[src/rtl/uart_pkg.sv]
// uart_pkg: shared UART state encoding, parity-type constants and parity helper
package uart_pkg;
  typedef enum logic [2:0] {IDLE, START, DATA, PARITY, STOP} state_t;
  localparam PARITY_NONE = "none";
  localparam PARITY_EVEN = "even";
  localparam PARITY_ODD  = "odd";
  // odd=0: mismatch when data^parity is 1; odd=1: mismatch when it is 0
  function automatic logic parity_mismatch(input logic [7:0] data, input logic pbit, input logic odd);
    return ^data ^ pbit ^ odd;
  endfunction
endpackage

[src/rtl/uart_clk_div.sv]
// uart_clk_div: bit-period divider with a mid-period sample strobe
// CLK/RST: clock, async active-high reset
// CLEAR: hold counter at zero; ENABLE: count; DIV_MARK: strobe at DIV_MARK_POS
module uart_clk_div #(
  parameter int DIV_MAX_VAL  = 16,
  parameter int DIV_MARK_POS = 8
) (
  input  logic CLK,
  input  logic RST,
  input  logic CLEAR,
  input  logic ENABLE,
  output logic DIV_MARK
);
  localparam int W = DIV_MAX_VAL > 1 ? $clog2(DIV_MAX_VAL) : 1;
  logic [W-1:0] cnt;
  always_ff @(posedge CLK or posedge RST)
    if (RST) cnt <= '0;
    else if (CLEAR) cnt <= '0;
    else if (ENABLE) cnt <= cnt == W'(DIV_MAX_VAL - 1) ? '0 : cnt + W'(1);
  assign DIV_MARK = ENABLE && cnt == W'(DIV_MARK_POS);
endmodule

[src/rtl/uart_rx.sv]
// uart_rx: 8-bit UART receiver with optional parity and frame-error detection
// CLK/RST: clock, async active-high reset; UART_RXD: serial line, idle high
// DOUT: last good byte; DOUT_VLD/FRAME_ERROR/PARITY_ERROR: one-cycle pulses
module uart_rx
  import uart_pkg::*;
#(
  parameter int CLK_FREQ    = 50000000,
  parameter int BAUD_RATE   = 115200,
  parameter     PARITY_TYPE = "none"
) (
  input  logic       CLK,
  input  logic       RST,
  input  logic       UART_RXD,
  output logic [7:0] DOUT,
  output logic       DOUT_VLD,
  output logic       FRAME_ERROR,
  output logic       PARITY_ERROR
);
  localparam int DIV_MAX_VAL = CLK_FREQ / BAUD_RATE;
  localparam bit HAS_PAR = PARITY_TYPE != PARITY_NONE;
  localparam bit IS_ODD  = PARITY_TYPE == PARITY_ODD;
  state_t state, next;
  logic [1:0] sync;
  logic rxd, rxd_d, fall, mark, clear, enable, shift_en, par_en, stop_en, par_err;
  logic [2:0] bit_cnt;
  logic [7:0] shift;
  uart_clk_div #(.DIV_MAX_VAL(DIV_MAX_VAL), .DIV_MARK_POS(DIV_MAX_VAL / 2)) div (
    .CLK(CLK), .RST(RST), .CLEAR(clear), .ENABLE(enable), .DIV_MARK(mark)
  );
  assign rxd  = sync[1];
  // a start edge needs a real high-to-low step, so a held break never retriggers
  assign fall = rxd_d & ~rxd;
  always_ff @(posedge CLK or posedge RST)
    if (RST) state <= IDLE;
    else state <= next;
  always_comb begin
    next = state;
    case (state)
      IDLE:    next = fall ? START : IDLE;
      START:   next = mark ? (rxd ? IDLE : DATA) : START;
      DATA:    next = mark && bit_cnt == 3'd7 ? (HAS_PAR ? PARITY : STOP) : DATA;
      PARITY:  next = mark ? STOP : PARITY;
      STOP:    next = mark ? IDLE : STOP;
      default: next = IDLE;
    endcase
  end
  always_comb begin
    clear    = state == IDLE;
    enable   = state != IDLE;
    shift_en = state == DATA && mark;
    par_en   = state == PARITY && mark;
    stop_en  = state == STOP && mark;
  end
  always_ff @(posedge CLK or posedge RST)
    if (RST) begin
      sync         <= 2'b11;
      rxd_d        <= 1'b1;
      bit_cnt      <= '0;
      shift        <= '0;
      par_err      <= 1'b0;
      DOUT         <= '0;
      DOUT_VLD     <= 1'b0;
      FRAME_ERROR  <= 1'b0;
      PARITY_ERROR <= 1'b0;
    end else begin
      sync         <= {sync[0], UART_RXD};
      rxd_d        <= rxd;
      DOUT_VLD     <= stop_en & rxd;
      FRAME_ERROR  <= stop_en & ~rxd;
      PARITY_ERROR <= stop_en & rxd & HAS_PAR & par_err;
      if (stop_en && rxd) DOUT <= shift;
      if (shift_en) begin
        shift   <= {rxd, shift[7:1]};
        bit_cnt <= bit_cnt + 3'd1;
      end
      if (par_en) par_err <= parity_mismatch(shift, rxd, IS_ODD);
    end
endmodule

[config.mk]
export PLATFORM = sky130hd
export DESIGN_NAME = uart_rx
export DESIGN_NICKNAME = d
export VERILOG_FILES = /design/src/rtl/uart_pkg.sv /design/src/rtl/uart_clk_div.sv /design/src/rtl/uart_rx.sv
export SDC_FILE = /design/constraint.sdc
export NUM_CORES = 1
export LEC_CHECK = 0
export ABC_AREA = 1
export BUFFER_PORTS_ARGS = -buffer_cell sky130_fd_sc_hd__buf_2
export CAP_MARGIN = 10
export CORE_ASPECT_RATIO = 0.9
export CORE_MARGIN = 2
export CORE_UTILIZATION = 35
export CTS_CLUSTER_DIAMETER = 200
export DETAILED_ROUTE_END_ITERATION = 10
export PLACE_DENSITY = 0.57
export SKIP_LAST_GASP = 1
export SYNTH_ARGS = -nofsm -noshare
export SYNTH_HDL_FRONTEND = slang
export SYNTH_SLANG_ARGS = --single-unit
[constraint.sdc]
create_clock -name CLK -period 2.8 [get_ports CLK]
set_input_delay 0.56 -clock CLK [delete_from_list [all_inputs] [get_ports CLK]]
set_output_delay 0.56 -clock CLK [all_outputs]
set_load 0.05 [all_outputs]
==> metrics.txt <==
Ports 14; Mapped Nets 204; Largest stage delay, worst path 0.42 ns; commonest non-fill, non-tap cells in the layout nand2_1, dfrtp_1, nor2_1, inv_1, nand3_1; initial antenna violation count 0; first-pass GRT wire length 5.34 mm; Clock Sinks 36; max-cap viol count 0; synthesized flop and latch total 36; CP startpoint kind flop; path category of the worst min-delay check reg -> reg; drt initial violations 90; setup violators final 0; Post-Syn Instances 197; final wirelength 3.02 mm; Layout Skew 0.00677 ns; Root Buffer Master clkbuf_8; CP cell instances ha_1, nand2_2, clkinv_1, nand2_2, nor2_4, nand3_2, clkinv_2, nand2_1, nand2_1; yosys warns 0; critical path class reg -> reg; crit end category flop; CTS buffer count 5; commonest non-fill, non-tap cell in the layout nand2_1; Avg Synthesized Cell Area 8.52 µm²; maximum clock rate 629 MHz; Initial Util 36.9%; Final Cycle Share 56.8%; worst endpoint data arrival time 1.77 ns; DR vias 1236; Final min period 1.59 ns; static leakage 0.992 nW; setup bufs post-CTS 0; Setup TNS 0 ns; Critical Path RT 2.98 ns; Worst Path Max Fanout 13; clk buf depth 2; DR vias/cell 4.48; area delta synth->final 12.1%; CTS clock-pin slew for the worst setup and hold paths 0.07 ns; Antenna diodes 0; Detail Route Antenna Nets 0; worst r2r src div.cnt[0]; DR WL/cell 10.9 µm; CP Capture Point shift[3]; RSZ-0062 raised after global routing false; Post-synth ARST share 100%; Hold Vio Cnt, Final 0; Die Y 69.7 µm; P per Cell Area 592 nW/µm²; Pre-Repair DR Iteration Count 4; outcome complete, no violations; grt ovf 0; number of global-route vias before repair 1159; top_reg_cell synth dfrtp_1; Die Width 77.0 µm; post-detail-place hpwl 2.14 mm; core area 4550 µm²; crit path from div.cnt[0]; register area share after synthesis 53.9%; Layout Nets 220; CTS tree yes; Tot GR Track Use 12.3%; Clk Latency, worst-skew pair 0.29 ns; Slowest-stage cell, CP dfrtp_1; R2R Setup Slk 1.21 ns; DRC 0; Max Slew Vio Count 0; H-Tree Depth 2; count of flip-flops with a built-in enable after synthesis 0; ratio of cells with drive above 1 in the final layout 18.7%; worst flop-to-flop path endpoint shift[3]; Reg2Reg Depth 9; PortBufs 12; filler instances 470; Post-Syn Area 1680 µm²; row count 23; VDD IR max 0.000294 V; hold buffers post-CTS 0; largest net degree at the start of global routing 37; final RePlAce weighted congestion 0.758; post-synthesis cell type count 27; Die ar. 5360 µm²; post-CTS resize count 0; Final Core Density 41.4%
[sequential cells by signal, summed over array words and instances, names as in the netlist]
signal,cells
rxd_d,1
DOUT,8
bit_cnt,3
shift,8
div.cnt,9
DOUT_VLD,1
FRAME_ERROR,1
sync,2
state,3
[cell usage after synthesis, types with 2 or more instances]
cell type | n | area [µm²]
a21oi_1 | 2 | 10.0
buf_4 | 2 | 15.0
dfrtp_1 | 33 | 826
dfstp_2 | 3 | 78.8
ha_1 | 4 | 50.1
inv_1 | 17 | 63.8
inv_2 | 3 | 11.3
nand2_1 | 67 | 251
nand2_2 | 2 | 12.5
nand3_1 | 16 | 80.1
nand3_2 | 3 | 30.0
nand4_1 | 3 | 18.8
nor2_1 | 20 | 75.1
nor2_4 | 2 | 22.5
nor3_1 | 6 | 30.0
o21ai_0 | 3 | 15.0
[routing by layer]
layer,routed length [µm],up-vias,GRT usage (%)
li1,-,645,-
met1,1600,567,17.9
met2,1260,19,17.3
met3,100,5,3.26
met4,49,0,4.76
met5,0,-,0
[how the worst min path moves through the flow]
stage / start / cells after the start / endpoint
3_5_place_dp: sync[0] / 0 / sync[1]
3_3_place_gp: sync[0] / 0 / sync[1]
2_1_floorplan: sync[0] / 0 / sync[1]
4_1_cts: UART_RXD / 1 / sync[0]
5_1_grt: UART_RXD / 1 / sync[0]
6_report: sync[0] / 0 / sync[1]
[metrics by stage]
step / setup slack, ns / hold WS, ns / cell area (µm²) / instances / power, W
after floorplan: 1.44 / 0.345 / 1680 / 197 / 0.000724
after global placement: 1.24 / 0.346 / 1790 / 268 / 0.000760
after detailed placement: 1.22 / 0.347 / 1790 / 268 / 0.000763
after CTS: 1.21 / 0.356 / 1880 / 276 / 0.00114
after global routing: 1.01 / 0.354 / 1880 / 276 / 0.00118
final: 1.21 / 0.357 / 1880 / 276 / 0.00111
[cells by family (layout without fill, tap and decap cells)]
group / after synthesis / in the layout / share of synthesized area (%)
and+or+nand+nor: 124 / 124 / 34.1
DFF: 36 / 36 / 53.9
buffers and inverters: 26 / 43 / 6.78
AOI/OAI and AO/OA: 5 / 5 / 1.49
adders and majority gates: 4 / 4 / 2.98
other: 1 / 1 / 0.223
xor gates and xnor gates: 1 / 1 / 0.522
[layout make-up]
type | count | area (µm²) | share of cell area [%]
flip-flops and latches | 36 | 905 | 48.1
multi-input cells | 135 | 659 | 35.1
inverters | 22 | 83.8 | 4.46
well taps | 62 | 77.6 | 4.13
clock buffers | 5 | 68.8 | 3.66
repair buffers | 13 | 67.6 | 3.59
clock inverters | 3 | 18.8 | 0.998
[where the power goes]
| group | switching (W) | total, W | leakage (nW) | internal, W |
|---|---|---|---|---|
| combinational | 0.0000897 | 0.000142 | 0.462 | 0.0000521 |
| sequential | 0.0000458 | 0.000606 | 0.482 | 0.000560 |
| clock | 0.000192 | 0.000365 | 0.0479 | 0.000173 |
| total | 0.000327 | 0.00111 | 0.992 | 0.000786 |
[critical path, delay by kind of cell, from the launching register on]
family	cells	cell delay (ns)
flops	1	0.42
simple gates	6	0.57
fa+ha+maj	1	0.24
buf+inv	2	0.26
Note: power is estimated with default switching activity, not from simulation.
